--- src/rtl/secure_vault_pkg.sv ---
// Package vault_pkg: shared types and counter widths for the secure_vault combination lock.
//   state_e    : lock FSM states (IDLE, ENTER, OPEN, LOCKOUT)
//   dir_e      : per-tick encoder rotation (none / clockwise / anticlockwise)
//   *CntW      : widths of the step, fail, settle and tick counters
package vault_pkg;

  typedef enum logic [1:0] {
    StIdle    = 2'd0,
    StEnter   = 2'd1,
    StOpen    = 2'd2,
    StLockout = 2'd3
  } state_e;

  typedef enum logic [1:0] {
    DirNone = 2'd0,
    DirCw   = 2'd1,
    DirAcw  = 2'd2
  } dir_e;

  localparam int unsigned StepW      = 3;
  localparam int unsigned FailCntW   = 4;
  localparam int unsigned SettleCntW = 4;
  localparam int unsigned TickCntW   = 16;

endpackage

--- src/rtl/secure_vault_if.sv ---
// Interface secure_vault_if: groups the lock's strobe, encoder, programming and status signals.
//   master : drives tick/enc_pos/relock/prog_*; observes unlocked/locked_out/step/fail_cnt/err
//   slave  : the vault itself (mirror image of master)
interface secure_vault_if #(
  parameter int unsigned POS_W = 5
);
  logic             tick;
  logic [POS_W-1:0] enc_pos;
  logic             relock;
  logic             prog_valid;
  logic [2:0]       prog_idx;
  logic [POS_W-1:0] prog_data;
  logic             unlocked;
  logic             locked_out;
  logic [2:0]       step;
  logic [3:0]       fail_cnt;
  logic             err;

  modport master (
    output tick, enc_pos, relock, prog_valid, prog_idx, prog_data,
    input  unlocked, locked_out, step, fail_cnt, err
  );

  modport slave (
    input  tick, enc_pos, relock, prog_valid, prog_idx, prog_data,
    output unlocked, locked_out, step, fail_cnt, err
  );
endinterface

--- src/rtl/secure_vault_rot_dir.sv ---
// Module rot_dir: classifies encoder motion between consecutive ticks.
//   i_clk, i_rst_n : clock, asynchronous active-low reset
//   i_tick         : sample strobe; previous position is captured on every tick
//   i_pos          : current encoder position
//   o_dir          : rotation since the previous tick (DirNone until a first sample exists)
module rot_dir
  import vault_pkg::*;
#(
  parameter int unsigned POS_W = 5
) (
  input  logic             i_clk,
  input  logic             i_rst_n,
  input  logic             i_tick,
  input  logic [POS_W-1:0] i_pos,
  output dir_e             o_dir
);

  logic [POS_W-1:0] r_prev_pos;
  logic             r_valid;
  logic [POS_W-1:0] w_delta;

  // Modular difference: the upper half of the position space means anticlockwise.
  assign w_delta = i_pos - r_prev_pos;

  always_comb begin
    o_dir = DirNone;
    if (r_valid && (w_delta != '0)) begin
      o_dir = w_delta[POS_W-1] ? DirAcw : DirCw;
    end
  end

  always_ff @(posedge i_clk or negedge i_rst_n) begin
    if (!i_rst_n) begin
      r_prev_pos <= '0;
      r_valid    <= 1'b0;
    end else if (i_tick) begin
      r_prev_pos <= i_pos;
      r_valid    <= 1'b1;
    end
  end

endmodule

--- src/rtl/secure_vault.sv ---
// Module secure_vault: rotary-dial combination lock.
//   i_clock, i_n_reset : clock, asynchronous active-low reset
//   io_vault (slave)   : tick, enc_pos, relock, prog_valid/idx/data in;
//                        unlocked, locked_out, step, fail_cnt, err out (all registered)
// Optional feature: define VAULT_LOCKOUT_EN to enable the timed lockout after MAX_TRIES failures.
module secure_vault
  import vault_pkg::*;
#(
  parameter int unsigned POS_W                        = 5,
  parameter int unsigned SEQ_LEN                      = 3,
  parameter logic [SEQ_LEN*POS_W-1:0] DEFAULT_CODE    = {5'd5, 5'd20, 5'd10},
  parameter int unsigned SETTLE_TICKS                 = 2,
  parameter int unsigned MAX_TRIES                    = 3,
  parameter int unsigned LOCKOUT_TICKS                = 8,
  parameter int unsigned OPEN_TICKS                   = 16
) (
  input  logic          i_clock,
  input  logic          i_n_reset,
  secure_vault_if.slave io_vault
);

  state_e                r_state, w_state_nxt;
  logic [StepW-1:0]      r_step, w_step_nxt;
  logic [FailCntW-1:0]   r_fail_cnt, w_fail_cnt_nxt, w_fail_inc;
  logic [SettleCntW-1:0] r_settle, w_settle_nxt, w_settle_inc;
  logic [TickCntW-1:0]   r_tcnt, w_tcnt_nxt, w_tcnt_inc;
  logic                  r_moved, w_moved_nxt;
  logic                  r_err, w_err_nxt;
  logic                  r_unlocked;
  logic                  w_fail;
  logic                  w_prog_en;
  logic [POS_W-1:0]      r_code [SEQ_LEN];
  logic [POS_W-1:0]      w_digit;
  dir_e                  w_dir, w_want;

  rot_dir #(
    .POS_W (POS_W)
  ) u_rot_dir (
    .i_clk   (i_clock),
    .i_rst_n (i_n_reset),
    .i_tick  (io_vault.tick),
    .i_pos   (io_vault.enc_pos),
    .o_dir   (w_dir)
  );

  assign w_prog_en    = io_vault.prog_valid && (r_state == StOpen);
  assign w_settle_inc = r_settle + 4'd1;
  assign w_tcnt_inc   = r_tcnt + 16'd1;
  assign w_fail_inc   = (&r_fail_cnt) ? r_fail_cnt : r_fail_cnt + 4'd1;
  // Even digits are dialled clockwise, odd digits anticlockwise.
  assign w_want       = r_step[0] ? DirAcw : DirCw;

  always_comb begin
    w_digit = '0;
    for (int k = 0; k < SEQ_LEN; k++) begin
      if (r_step == StepW'(k)) w_digit = r_code[k];
    end
  end

  always_comb begin
    w_state_nxt    = r_state;
    w_step_nxt     = r_step;
    w_fail_cnt_nxt = r_fail_cnt;
    w_settle_nxt   = r_settle;
    w_tcnt_nxt     = r_tcnt;
    w_moved_nxt    = r_moved;
    w_err_nxt      = 1'b0;
    w_fail         = 1'b0;
    if (io_vault.tick) begin
      case (r_state)
        StIdle: begin
          if (w_dir == DirCw) begin
            w_state_nxt  = StEnter;
            w_step_nxt   = '0;
            w_moved_nxt  = 1'b1;
            w_settle_nxt = '0;
          end
        end
        StEnter: begin
          if (w_dir != DirNone) begin
            if (w_dir != w_want) begin
              w_fail = 1'b1;
            end else begin
              w_moved_nxt  = 1'b1;
              w_settle_nxt = '0;
            end
          end else if (r_moved) begin
            // A stop only counts once the current digit has seen some motion.
            if (w_settle_inc == SettleCntW'(SETTLE_TICKS)) begin
              if (io_vault.enc_pos == w_digit) begin
                w_moved_nxt  = 1'b0;
                w_settle_nxt = '0;
                if (r_step == StepW'(SEQ_LEN - 1)) begin
                  w_state_nxt    = StOpen;
                  w_step_nxt     = '0;
                  w_fail_cnt_nxt = '0;
                  w_tcnt_nxt     = '0;
                end else begin
                  w_step_nxt = r_step + 3'd1;
                end
              end else begin
                w_fail = 1'b1;
              end
            end else begin
              w_settle_nxt = w_settle_inc;
            end
          end
        end
        StOpen: begin
          w_tcnt_nxt = w_tcnt_inc;
          if (io_vault.relock || (w_tcnt_inc == TickCntW'(OPEN_TICKS))) begin
            w_state_nxt = StIdle;
            w_tcnt_nxt  = '0;
          end
        end
`ifdef VAULT_LOCKOUT_EN
        StLockout: begin
          // Motion is ignored here; only the tick count matters.
          w_tcnt_nxt = w_tcnt_inc;
          if (w_tcnt_inc == TickCntW'(LOCKOUT_TICKS)) begin
            w_state_nxt    = StIdle;
            w_fail_cnt_nxt = '0;
            w_tcnt_nxt     = '0;
          end
        end
`endif
        default: w_state_nxt = StIdle;
      endcase
    end

    if (w_fail) begin
      w_err_nxt      = 1'b1;
      w_fail_cnt_nxt = w_fail_inc;
      w_step_nxt     = '0;
      w_moved_nxt    = 1'b0;
      w_settle_nxt   = '0;
      w_state_nxt    = StIdle;
`ifdef VAULT_LOCKOUT_EN
      if (w_fail_inc == FailCntW'(MAX_TRIES)) begin
        w_state_nxt = StLockout;
        w_tcnt_nxt  = '0;
      end
`endif
    end
  end

  always_ff @(posedge i_clock or negedge i_n_reset) begin
    if (!i_n_reset) begin
      r_state    <= StIdle;
      r_step     <= '0;
      r_fail_cnt <= '0;
      r_settle   <= '0;
      r_tcnt     <= '0;
      r_moved    <= 1'b0;
      r_err      <= 1'b0;
      r_unlocked <= 1'b0;
      for (int k = 0; k < SEQ_LEN; k++) begin
        r_code[k] <= DEFAULT_CODE[k*POS_W +: POS_W];
      end
    end else begin
      r_state    <= w_state_nxt;
      r_step     <= w_step_nxt;
      r_fail_cnt <= w_fail_cnt_nxt;
      r_settle   <= w_settle_nxt;
      r_tcnt     <= w_tcnt_nxt;
      r_moved    <= w_moved_nxt;
      r_err      <= w_err_nxt;
      r_unlocked <= (w_state_nxt == StOpen);
      for (int k = 0; k < SEQ_LEN; k++) begin
        if (w_prog_en && (io_vault.prog_idx == 3'(k))) r_code[k] <= io_vault.prog_data;
      end
    end
  end

`ifdef VAULT_LOCKOUT_EN
  logic r_locked_out;

  always_ff @(posedge i_clock or negedge i_n_reset) begin
    if (!i_n_reset) r_locked_out <= 1'b0;
    else            r_locked_out <= (w_state_nxt == StLockout);
  end

  assign io_vault.locked_out = r_locked_out;
`else
  logic w_unused_cfg;
  assign w_unused_cfg        = ^{MAX_TRIES, LOCKOUT_TICKS};
  assign io_vault.locked_out = 1'b0;
`endif

  assign io_vault.unlocked = r_unlocked;
  assign io_vault.step     = r_step;
  assign io_vault.fail_cnt = r_fail_cnt;
  assign io_vault.err      = r_err;

endmodule

--- src/flat_wrapper.sv ---
// flat-port wrapper written by rule: the top's interface ports become plain ports
module secure_vault_flat import vault_pkg::*;
#(
  parameter int unsigned POS_W                        = 5,
  parameter int unsigned SEQ_LEN                      = 3,
  parameter logic [SEQ_LEN*POS_W-1:0] DEFAULT_CODE    = {5'd5, 5'd20, 5'd10},
  parameter int unsigned SETTLE_TICKS                 = 2,
  parameter int unsigned MAX_TRIES                    = 3,
  parameter int unsigned LOCKOUT_TICKS                = 8,
  parameter int unsigned OPEN_TICKS                   = 16
)
  (i_clock, i_n_reset, io_vault_tick, io_vault_enc_pos, io_vault_relock, io_vault_prog_valid, io_vault_prog_idx, io_vault_prog_data, io_vault_unlocked, io_vault_locked_out, io_vault_step, io_vault_fail_cnt, io_vault_err);
  secure_vault_if #(.POS_W(POS_W)) io_vault_i ();
  input  logic i_clock;
  input  logic i_n_reset;
  input wire logic [$bits(io_vault_i.tick)-1:0] io_vault_tick;
  input wire logic [$bits(io_vault_i.enc_pos)-1:0] io_vault_enc_pos;
  input wire logic [$bits(io_vault_i.relock)-1:0] io_vault_relock;
  input wire logic [$bits(io_vault_i.prog_valid)-1:0] io_vault_prog_valid;
  input wire logic [$bits(io_vault_i.prog_idx)-1:0] io_vault_prog_idx;
  input wire logic [$bits(io_vault_i.prog_data)-1:0] io_vault_prog_data;
  output wire logic [$bits(io_vault_i.unlocked)-1:0] io_vault_unlocked;
  output wire logic [$bits(io_vault_i.locked_out)-1:0] io_vault_locked_out;
  output wire logic [$bits(io_vault_i.step)-1:0] io_vault_step;
  output wire logic [$bits(io_vault_i.fail_cnt)-1:0] io_vault_fail_cnt;
  output wire logic [$bits(io_vault_i.err)-1:0] io_vault_err;
  assign io_vault_i.tick = io_vault_tick;
  assign io_vault_i.enc_pos = io_vault_enc_pos;
  assign io_vault_i.relock = io_vault_relock;
  assign io_vault_i.prog_valid = io_vault_prog_valid;
  assign io_vault_i.prog_idx = io_vault_prog_idx;
  assign io_vault_i.prog_data = io_vault_prog_data;
  assign io_vault_unlocked = io_vault_i.unlocked;
  assign io_vault_locked_out = io_vault_i.locked_out;
  assign io_vault_step = io_vault_i.step;
  assign io_vault_fail_cnt = io_vault_i.fail_cnt;
  assign io_vault_err = io_vault_i.err;
  secure_vault #(.POS_W(POS_W), .SEQ_LEN(SEQ_LEN), .DEFAULT_CODE(DEFAULT_CODE), .SETTLE_TICKS(SETTLE_TICKS), .MAX_TRIES(MAX_TRIES), .LOCKOUT_TICKS(LOCKOUT_TICKS), .OPEN_TICKS(OPEN_TICKS)) u_core (.i_clock(i_clock), .i_n_reset(i_n_reset), .io_vault(io_vault_i));
endmodule
--- config.mk ---
export PLATFORM = sky130hd
export DESIGN_NAME = secure_vault_flat
export DESIGN_NICKNAME = d
export VERILOG_FILES = /design/src/rtl/secure_vault_pkg.sv /design/src/rtl/secure_vault_if.sv /design/src/rtl/secure_vault_rot_dir.sv /design/src/rtl/secure_vault.sv /design/src/flat_wrapper.sv
export SDC_FILE = /design/constraint.sdc
export NUM_CORES = 1
export LEC_CHECK = 0
export ABC_AREA = 1
export CORE_MARGIN = 5
export CORE_UTILIZATION = 35
export DETAILED_ROUTE_END_ITERATION = 7
export DONT_BUFFER_PORTS = 1
export SETUP_SLACK_MARGIN = 0.02
export SLEW_MARGIN = 20
export SYNTH_ARGS = -nofsm -noshare
export SYNTH_HDL_FRONTEND = slang
export SYNTH_SLANG_ARGS = --single-unit
--- constraint.sdc ---
create_clock -name i_clock -period 3.5 [get_ports i_clock]
set_input_delay 0.7 -clock i_clock [delete_from_list [all_inputs] [get_ports i_clock]]
set_output_delay 0.7 -clock i_clock [all_outputs]
set_load 0.02 [all_outputs]
# After elaboration in Yosys (flattened, before gate mapping)
# Cells that the tools add are included.
# word_totals
reg_bits	53
inputBits	18
out_inout_bits	10
elab_cells	136
# op_classes
add_sub_neg	5
eq_ne	27
mux	66
n_reduce_logical	25
# op_table
operator	count
two-way mux 16 bit	6
two-way mux 4 bit	17
case mux 16 bit (2 select lines)	1
two-way mux 2 bit	12
two-way mux 3 bit	8
adder 16 x 1 -> 16 bit (second input constant)	1
== test 16 x 5 -> 1 bit (second input constant)	1
nonzero test 2 bit	8
two-way mux 1 bit	15
two-way mux 5 bit	3
AND reduction 7 bit	2
inequality test 3 x 1 -> 1 bit (second input constant)	4
inequality test 2 x 1 -> 1 bit (second input constant)	5
adder 4 x 1 -> 4 bit (second input constant)	2
case mux 4 bit (2 select lines)	1
AND reduction 4 bit	2
AND reduction 8 bit	1
== test 3 x 1 -> 1 bit (second input constant)	2
== test 3 x 2 -> 1 bit (second input constant)	2
zero test 3 bit	2
case mux 2 bit (3 select lines)	1
case mux 3 bit (2 select lines)	1
AND reduction 6 bit	1
== test 5 bit	1
17 further kinds	24

# Depth between registers and ports, before layout
# Gate-level depths: netlist of run 1.
# logic_depth
depth_word	13
depth_mapped	22
ltp_nobuf	22

# Hierarchy
# A second synthesis of run 1 with hierarchy kept.
# hier_totals
hier_cells	501
hier_area_um2	3573.4
# modules_own_cells
mod	n_inst	cells_per_inst	area_per_inst_um2	seq_area_each_um2
secure_vault	1	438	3138.0	1183.6
rot_dir	1	63	435.4	150.1

# Least setup slack after synthesis of run 1
# Ideal clock, no wire load.
# synth_timing
path_type	input-to-reg
startpoint	input port io_vault_enc_pos[0]
endpoint	register u_core.r_tcnt[10]
setup_time_ns	0.117
arrival_time_ns	2.757
t_required_ns	3.383
path_slack_ns	0.626
cell_stages	17
n_path_buf	1
cell_sequence	inv_1 -> ha_1 -> inv_1 -> fa_1 -> inv_1 -> nand2_1 -> a21oi_1 -> nand2_1 -> nor2_1 -> a21oi_2 -> nor3_1 -> nand4_2 -> a21oi_4 -> inv_2 -> buf_6 -> nand2_1 -> nand2_1
# synth_between
elab_chain_cells	7
word_cells_on_any_way	10
cone_classes	1 x add/sub; 3 x eq/ne; 2 x mux; 4 x reduce/logical
# synth_lines
item	line_no	text
start: declaration	flat_wrapper.sv:17	input wire logic [$bits(io_vault_i.enc_pos)-1:0] io_vault_enc_pos;
subtractor 5 bit	secure_vault_rot_dir.sv:23	assign w_delta = i_pos - r_prev_pos;
nonzero test 5 bit	secure_vault_rot_dir.sv:27	if (r_valid && (w_delta != '0)) begin
logical AND 1 bit	secure_vault_rot_dir.sv:27	
two-way mux 2 bit	secure_vault_rot_dir.sv:27	
nonzero test 2 bit	secure_vault.sv:80	if (w_dir != DirNone) begin
inequality test 2 bit (no line)	n/a	
AND reduction 7 bit (no line) (*)	n/a	
end signal: assignment	secure_vault.sv:165	r_tcnt <= w_tcnt_nxt;
end: declaration	secure_vault.sv:26	logic [TickCntW-1:0] r_tcnt, w_tcnt_nxt, w_tcnt_inc;
# Mark *: on every way between the ends. The rest lies on a longest branch, timed or not.
# A chain may end at the register's enable or synchronous reset.

# Final worst setup path of run 1
# layout_timing
startpoint	input port io_vault_enc_pos[0]
endpoint	register u_core.r_fail_cnt[3] (netlist: u_core.io_vault.fail_cnt[3])
# layout_between
elab_chain_cells	11
word_cells_on_any_way	25
cone_classes	1 x add/sub; 4 x eq/ne; 10 x mux; 10 x reduce/logical
# layout_lines
item	line_no	text
subtractor 5 bit	secure_vault_rot_dir.sv:23	
nonzero test 5 bit	secure_vault_rot_dir.sv:27	
logical AND 1 bit	secure_vault_rot_dir.sv:27	
two-way mux 2 bit	secure_vault_rot_dir.sv:27	
inequality test 2 bit	secure_vault.sv:81	if (w_dir != w_want) begin
two-way mux 1 bit	secure_vault.sv:81	
two-way mux 1 bit	secure_vault.sv:80	
two-way mux 1 bit	secure_vault.sv:70	case (r_state)
two-way mux 1 bit	secure_vault.sv:69	if (io_vault.tick) begin
inequality test 2 bit (no line) (tied with other cells)	n/a	
AND reduction 8 bit (no line)	n/a	
end signal: assignment	secure_vault.sv:163	r_fail_cnt <= w_fail_cnt_nxt;
end: declaration	secure_vault.sv:24	logic [FailCntW-1:0] r_fail_cnt, w_fail_cnt_nxt, w_fail_inc;
# Several ways; a longest one is shown, not always the timed one.

==> results of run 1 <==
## through the flow
stage	hold WS, ns	utilization (%)	instances
6_report	0.07222	38.03	543
5_1_grt	0.04488	38.03	543
4_1_cts	0.05702	38.03	543
3_5_place_dp	0.4064	36.81	535
3_3_place_gp	0.4068	36.81	535
2_1_floorplan	0.4044	-	430
## how the worst max path moves through the flow
stage                             start                          end  slack [ns]  cells past startpoint
floorplan           io_vault_enc_pos[0]            u_core.r_tcnt[10]        0.63                     17
global placement    io_vault_enc_pos[0]  u_core.io_vault.fail_cnt[1]        0.49                     20
detailed placement  io_vault_enc_pos[0]      u_core.io_vault.step[0]        0.43                     22
CTS                 io_vault_enc_pos[0]  u_core.io_vault.fail_cnt[3]        0.78                     20
global route        io_vault_enc_pos[0]      u_core.io_vault.step[1]        0.49                     22
finish              io_vault_enc_pos[0]  u_core.io_vault.fail_cnt[3]        0.77                     20
## final cells by class
cell class                      instances  area [um^2]
Clock buffer                            6        72.57
Tap cell                              111        138.9
Clock inverter                          2        38.79
Inverter                               48        180.2
Timing Repair Buffer                    2        15.01
Sequential cell                        53         1334
Fill cell                             930         5672
Multi-Input combinational cell        321         1702
## routing by layer
| layer | global-route usage (%) | up-vias | part of all wire (%) |
|---|---|---|---|
| li1 | - | 1395 | - |
| met1 | 17.45 | 1269 | 48 |
| met2 | 21.04 | 35 | 47 |
| met3 | 2.247 | 10 | 2.9 |
| met4 | 4.110 | 0 | 1.8 |
| met5 | 0 | - | 0 |
## flip-flops by register name (all words and copies together), names as in the netlist
name                         cells
u_core.io_vault.err              1
u_core.io_vault.fail_cnt         4
u_core.io_vault.step             3
u_core.io_vault.unlocked         1
u_core.r_code                   15
u_core.r_moved                   1
u_core.r_settle                  4
u_core.r_state                   2
u_core.r_tcnt                   16
u_core.u_rot_dir.r_prev_pos      5
u_core.u_rot_dir.r_valid         1
## power breakdown
part           switching (mW)  leakage [nW]  total, mW  internal [mW]
sequential              0.170         0.676      0.919          0.749
clock                   0.211        0.0554      0.427          0.215
combinational           0.305         0.889      0.479          0.174
## synth_stat cells (all sizes together)
cell    instances
dfrtp          47
inv            48
xor2           14
clkbuf          3
o21ai          44
buf             5
nor3            9
nand3b          3
xnor2           3
ha              8
nand2         118
nand3          60
nand4          10
dfstp           6
or2             3
a21oi          11
conb            1
nor2           36
fa              1
## logic make-up after synthesis
logic type | after synthesis | share of synthesized area, %
other | 1 | 0.1150
and+or+nand+nor | 239 | 33.54
buffers and inverters | 56 | 6.907
xor gates and xnor gates | 17 | 4.567
AOI/OAI and AO/OA | 55 | 10.28
DFF | 53 | 40.91
adders and majority gates | 9 | 3.684
## critical path, cell delays in order
cell and delay [ns]:
inv_1 0.04, ha_1 0.19, inv_1 0.08, fa_1 0.40, inv_1 0.06, nand2_1 0.04, a21oi_1 0.10, nand2_1 0.06
nor2_1 0.14, nand2_1 0.08, nand2_2 0.10, nand2_1 0.09, nand2_1 0.06, nand2_1 0.07, nor2_2 0.15, nand2_4 0.11
o21ai_0 0.13, nand3_1 0.18, nand2_1 0.09, nand2_1 0.05
==> impl_metrics.tcl, run 1 <==
set metrics [dict create \
    outcome "finished, final reports clean" \
    diodes 0 \
    place_ws_ns 0.4331 \
    vdd_drop_max_mv 0.2094 \
    synth-seq-cells 53 \
    nets 458 \
    reg2regPathDepth 19 \
    grt-ovfl-total 0 \
    post_cts_resized 0 \
    antenna_found_initial 0 \
    synthTopCellsByArea "dfrtp_1 36%, nand2_1 13%, nand3_1 8.7%" \
    crit_fanout 9 \
    p_leak_nw 1.621 \
    rsz0062_at_grt "false" \
    areaGrowthSynthToFinish_pct 6.754 \
    syn-instance-count 430 \
    slew_headroom_pct 45.66 \
    yosysSeqAreaShare_pct 40.91 \
    track_usage_pct 12.90 \
    syn_avg_cell_area_um2 7.583 \
    place.port_buffers 0 \
    clock_sinks 53 \
    routedWlPerCell_um 12.79 \
    cts_buffer_depth 2 \
    synth_area_mm2 0.003261 \
    startpoint_type "input pin" \
    final_cell_mix "113 x nand2_1, 57 x nand3_1, 47 x dfrtp_1, 44 x inv_1, 31 x nor2_1" \
    synth_top_area_share_pct 36.07 \
    tightest_slew_ns 0.8122 \
    drtPass1Iterations 4 \
    slew_violations 0 \
    grt_max_degree 54 \
    hpwl_um 5099 \
    num_rows 35 \
    cp-end-kind "register" \
    cts-root-buf "clkbuf_8" \
    ant_nets 0 \
    cp.required_ns 3.71 \
    drive_above_1_share_pct 10.88 \
    fp.coreArea_mm2 0.009153 \
    cts_max_level 2 \
    skew_ns 0.008423 \
    fin_ws_ns 0.7695 \
    cts_tree "built" \
    regToRegStartpoint "u_core.u_rot_dir.r_prev_pos[0]" \
    clk_pin_slew_ns 0.10 \
    yosysTopAreaCell "dfrtp_1" \
    grt_pass1_vias 2569 \
    ys_types 36 \
    period_share_pct 78.01 \
    drt_first_iter_violations 153 \
    tns_ns 0 \
    vias_per_cell 4.989 \
    cts_hold_buf 0 \
    die_area_mm2 0.01135 \
    synth_fp_nets 457 \
    grt_pass1_wl_um 12170 \
    postRouteWirelength_um 6944 \
    cts_buffers 5 \
    power_mw 1.825 \
    setup_viol 0 \
    design_area_mm2 0.003481 \
    cp.arrival_ns 2.94 \
    clk_latency_ns 0.31 \
    max_freq_mhz 366.2 \
    cts_post_setup_buffers_inserted 0 \
    io_pins 28 \
    cap_violations 0 \
    gp_routability_congestion 0.7821 \
    die_w_um 106.5 \
    reg2reg_slack_ns 0.81 \
    die_h_um 106.5 \
    place_area_mm2 0.003369 \
    power_density_mw_per_mm2 524.2 \
    start_util_pct 35.63 \
    vias 2709 \
    layout_commonest_cell "nand2_1" \
    drc_errors 0 \
    path_class "in2reg" \
    fin_crit_ns 2.731 \
    reg2reg_to "u_core.io_vault.fail_cnt[3]" \
    timing.final.hold_violations 0 \
    ys_warn_count 0 \
    holdCritPathClass "in2async" \
]
Note: power is estimated with default switching activity, not from simulation.
==> run 2: changes to the inputs <==
==> constraint.sdc (replaced) <==
create_clock -name i_clock -period 2.45 [get_ports i_clock]
set_input_delay 0.49 -clock i_clock [delete_from_list [all_inputs] [get_ports i_clock]]
set_output_delay 0.49 -clock i_clock [all_outputs]
set_load 0.02 [all_outputs]
==> run 2 against run 1 <==
Net effect: critical endpoint unchanged; critical path depth fell by 1; the run now ends with setup timing left; count of clock-buffer cells in the layout did not move; combinational power rose by 85%.
==> impl_metrics.tcl, run 2 (synthesis results as in run 1) <==
set metrics [dict create \
    die_w_um 106.5 \
    vdd_drop_max_mv 0.3984 \
    cts_buffer_depth 2 \
    timing.final.hold_violations 0 \
    num_rows 35 \
    die_h_um 106.5 \
    largest_reg_flops 16 \
    p_leak_nw 1.757 \
    fin_crit_ns 2.598 \
    period_share_pct 106.0 \
    holdCritPathClass "in2async" \
    nets 483 \
    cp-end-kind "register" \
    grt_max_degree 52 \
    cap_violations 0 \
    grt_pass1_vias 2772 \
    grt-ovfl-total 0 \
    start_util_pct 35.63 \
    place_ws_ns -0.2908 \
    skew_ns 0.005414 \
    areaGrowthSynthToFinish_pct 17.77 \
    vias_per_cell 4.975 \
    setup_viol 29 \
    max_freq_mhz 384.9 \
    hpwl_um 5346 \
    final_cell_mix "94 x nand2_1, 54 x nand3_1, 47 x dfrtp_1, 41 x inv_1, 29 x nor2_1" \
    fillers 928 \
    gp_routability_congestion 0.8229 \
    reg_top3 "u_core.r_tcnt (16), u_core.r_code (15), u_core.u_rot_dir.r_prev_pos (5)" \
    clk_latency_ns 0.31 \
    io_pins 28 \
    crit_fanout 8 \
    drive_above_1_share_pct 23.41 \
    finish.utilization_pct 41.95 \
    drc_errors 0 \
    tightest_slew_ns 0.6097 \
    outcome "finished, violations left" \
    power_density_mw_per_mm2 703.4 \
    cts_buffers 5 \
    vias 2826 \
    rsz0062_at_grt "true" \
    largest-register "u_core.r_tcnt" \
    clock_sinks 53 \
    cts-root-buf "clkbuf_8" \
    cts_max_level 2 \
    clk_pin_slew_ns 0.10 \
    track_usage_pct 13.43 \
    layout_commonest_cell "nand2_1" \
    antenna_found_initial 0 \
    ant_nets 0 \
    cp.required_ns 2.66 \
    grt_pass1_wl_um 12540 \
    slew_headroom_pct 59.20 \
    fp.coreArea_mm2 0.009153 \
    slew_violations 0 \
    routedWlPerCell_um 12.92 \
    violations "setup timing" \
    cts_tree "built" \
    diodes 0 \
    place.port_buffers 0 \
    startpoint_type "register" \
    cp.arrival_ns 2.81 \
    drtPass1Iterations 4 \
    path_class "reg2reg" \
    drt_first_iter_violations 111 \
    die_area_mm2 0.01135 \
    postRouteWirelength_um 7336 \
    fin_ws_ns -0.1482 \
]
[run 2: cell count changes in the layout (fill, tap and decap cells not counted), moves of 2 or more]
| cell | previous run | this run |
|---|---|---|
| buf_4 | 2 | 24 |
| nand2_1 | 113 | 94 |
| nand2_2 | 4 | 21 |
| inv_1 | 44 | 41 |
| nand3_1 | 57 | 54 |
| o21ai_0 | 25 | 22 |
| o21ai_2 | 8 | 11 |
| a21oi_1 | 8 | 6 |
| inv_6 | 0 | 2 |
| nand2_4 | 1 | 3 |
| nand3_2 | 3 | 5 |
| nor2_1 | 31 | 29 |
[run 2: layout make-up]
class                      instances  area [um^2]  area share, %
sequential                        53         1334          34.73
tap                              111        138.9          3.617
clock inverter                     2        17.52         0.4562
clock buffer                       6        82.58          2.151
multi-input combinational        321         1838          47.87
timing repair buffer              27        229.0          5.963
inverter                          48        200.2          5.213
[run 2: worst paths after layout]
path	startpoint	endpoint	slack, ns	cells past startpoint
worst min register to register	u_core.r_tcnt[3]	u_core.r_tcnt[3]	0.49	2
worst min-delay path	i_n_reset	u_core.r_code[4]	0.02	1
min in group i_clock	io_vault_tick	u_core.u_rot_dir.r_prev_pos[2]	0.28	1
worst max-delay path	u_core.u_rot_dir.r_prev_pos[0]	u_core.io_vault.fail_cnt[3]	-0.15	19
max in group asynchronous	i_n_reset	u_core.r_code[13]	1.82	1
worst max register to register	u_core.u_rot_dir.r_prev_pos[0]	u_core.io_vault.fail_cnt[3]	-0.15	19
[run 2: through the flow]
stage / instance area (um^2) / TNS (ns) / power [mW] / std cells / hold WS [ns]
final: 3840 / -1.767 / 2.701 / 568 / 0.01919
after CTS: 3761 / -1.218 / 2.688 / 567 / 0.02663
after global routing: 3840 / -6.005 / 2.913 / 568 / 0.03052
after detailed placement: 3560 / -5.402 / 2.097 / 554 / 0.1964
after global placement: 3560 / -4.104 / 2.074 / 554 / 0.1964
after floorplan: 3311 / -1.451 / 1.864 / 430 / 0.1944
[run 2: timing repair]
item | in CTS | in global routing
endpoints found under the hold margin | 51 | 0
pin swaps | 16 | 15
endpoints found under the setup margin | 31 | 32
hold buffers | 2 | 0
resized for setup | 14 | 23
gates cloned | 1 | 0
buffers inserted | 2 | 1
[run 2: power breakdown]
part	internal (mW)	total [mW]	switching (mW)
registers	1.07	1.28	0.205
clock network	0.235	0.540	0.304
logic	0.342	0.886	0.544
total	1.65	2.70	1.05
[run 2: routing by layer]
metal	global-route usage, %	wire [um]
met2	23.48	3637
met4	3.470	75
met5	0	0
met1	17.26	3407
met3	2.186	216
[run 2: worst max-delay path, stage by stage, from the launching register on]
cell and delay [ns]:
dfrtp_1 0.42, ha_4 0.17, inv_4 0.05, fa_2 0.41, inv_2 0.07, nand2_2 0.05
a21oi_2 0.09, nand2_1 0.06, nor2_2 0.13, nand2_1 0.08, nand2_2 0.07, nand2_2 0.06
nand2_2 0.08, nand2_2 0.07, nor2_4 0.14, nand2_4 0.11, a21oi_4 0.19, nand3_4 0.11
nand2_2 0.08, nand2_2 0.05
==> edit (settings of run 2) <==
Re-encode `state_e` (4 states) as one-hot, 4 bits wide.
--- a/src/rtl/secure_vault_pkg.sv
+++ b/src/rtl/secure_vault_pkg.sv
@@ -4,11 +4,11 @@
 //   *CntW      : widths of the step, fail, settle and tick counters
 package vault_pkg;
 
-  typedef enum logic [1:0] {
-    StIdle    = 2'd0,
-    StEnter   = 2'd1,
-    StOpen    = 2'd2,
-    StLockout = 2'd3
+  typedef enum logic [3:0] {
+    StIdle    = 4'b0001,
+    StEnter   = 4'b0010,
+    StOpen    = 4'b0100,
+    StLockout = 4'b1000
   } state_e;
 
   typedef enum logic [1:0] {
Behaviour: no difference found for any inputs over 4 cycles, from zero or initial values and one cycle with i_n_reset low; so few cycles prove little.
==> edit against run 2 <==
Combinational power is 3.5% lower; total power is 6.5% lower; worst setup slack better by 160 ps; routed wire length is 10% higher; utilization is 0.89 points higher; sequential share of layout area is 1.2 points lower; area after synthesis is 4.9% higher; critical path type unchanged; sequential cell count is 2 higher; cell area is 7.6% higher.
==> edit: results <==
export IMPL_status="finished clean"
export IMPL_vdd_drop_max_v=0.000280
export IMPL_via_per_inst=4.86
export IMPL_nFillCells=984
export IMPL_root_buffer="clkbuf_8"
export IMPL_grt_max_degree=49
export IMPL_cp_slowest_stage_delay_ps=390
export IMPL_hpwl_um=5760
export IMPL_grt_pass1_wl_um=13300
export IMPL_post_synth_num_cell_types=42
export IMPL_port_buffers=0
export IMPL_first_iter_violations=122
export IMPL_finalMaxSlewViolations=0
export IMPL_top_regs="u_core.r_tcnt x16, u_core.r_code x15, u_core.u_rot_dir.r_prev_pos x5"
export IMPL_ys_top_cells_by_count="nand2_1 (111), inv_1 (51), dfrtp_1 (48)"
export IMPL_power_leakage_nw=1.90
export IMPL_clock_path_buffers=2
export IMPL_startpoint="u_core.u_rot_dir.r_prev_pos[0]$_DFFE_PN0P_"
export IMPL_ys_seq_area_frac=0.405
export IMPL_grt_pass1_vias=2832
export IMPL_diodes=0
export IMPL_cp_data_arrival_time_ps=2650
export IMPL_dr_pass1_iters=4
export IMPL_cp_top_family="simple AND/OR/NAND/NOR gates"
export IMPL_ys_top_cells_by_area="dfrtp_1 (35%), nand2_1 (12%), nand3_1 (6.4%), inv_1 (5.6%), dfstp_2 (5.4%)"
export IMPL_worst_r2r_startpoint="u_core.u_rot_dir.r_prev_pos[0]$_DFFE_PN0P_"
export IMPL_antenna_found_initial=0
export IMPL_h_tree_depth=2
export IMPL_cpMaxStageDelayCell="dfrtp_1"
export IMPL_fin_crit_ps=2440
export IMPL_clk_pin_slew_ps=100
export IMPL_layout_drive_gt1_share=0.259
export IMPL_clk_insertion_delay_late_ps=310
export IMPL_holdWs_ps=18.5
export IMPL_dp_slack_ps=-217
export IMPL_hold_class="in2async"
export IMPL_synth_warnings=0
export IMPL_cts_made_buffers=5
export IMPL_clock_skew_ps=5.44
export IMPL_nets=500
export IMPL_crit_fanout=6
export IMPL_synth_nets=468
export IMPL_synthArstFlopShare=1.00
export IMPL_endpoint="u_core.io_vault.fail_cnt[1]$_DFFE_PN0P_"
export IMPL_totalWireLength_um=8100
export IMPL_regToRegSetupSlack_ps=10
export IMPL_track_usage=0.140
export IMPL_gp_congestion=0.823
export IMPL_rr_worst_depth=18
-- edit: area by class of cell --
cell class                      instances  area (um2)  share of cell area
Multi-Input combinational cell        324        1980               0.480
Sequential cell                        55        1390               0.335
Timing Repair Buffer                   31         263              0.0636
Inverter                               56         245              0.0594
Tap cell                              133         166              0.0403
Clock buffer                            5        68.8              0.0167
Clock inverter                          3        18.8             0.00454
-- edit: stage by stage --
step / utilization / TNS, ps / instances / power (W) / instance area, um2
floorplan: - / -342 / 441 / 0.00171 / 3480
global placement: 0.390 / -2760 / 589 / 0.00190 / 3750
detailed placement: 0.390 / -3620 / 589 / 0.00191 / 3750
CTS: 0.409 / -24.5 / 606 / 0.00249 / 3940
global route: 0.428 / -3890 / 607 / 0.00270 / 4130
finish: 0.428 / 0 / 607 / 0.00253 / 4130
-- edit: timing repair --
item / CTS / global route
setup endpoints to repair: 26 / 32
endpoints found under the hold margin: 48 / 0
gates resized for setup: 3 / 50
hold buffers: 2 / 0
setup buffers: 6 / 1
pin swaps: 14 / 23
gates cloned: 1 / 0
-- edit: kinds of logic after synthesis --
family	after synthesis	share of synthesized area
AND/OR/NAND/NOR	239	0.339
other	1	0.00110
adder cells (fa/ha/maj)	9	0.0351
flip-flops	55	0.405
XOR/XNOR	17	0.0435
buffers and inverters	63	0.0768
AO/OA/AOI/OAI	57	0.0991
-- edit: metal layers --
layer	up-vias	wire (um)	track usage	share of wire
met4	0	87	0.0370	0.011
met2	41	4020	0.232	0.50
li1	1509	-	-	-
met1	1392	3660	0.184	0.45
met3	9	333	0.0314	0.041
met5	-	0	0	0
-- edit: where the power goes --
part	switching, W	internal [W]	leakage [nW]
sequential	0.0000947	0.00105	0.714
clock	0.000320	0.000203	0.0483
combinational	0.000519	0.000336	1.14
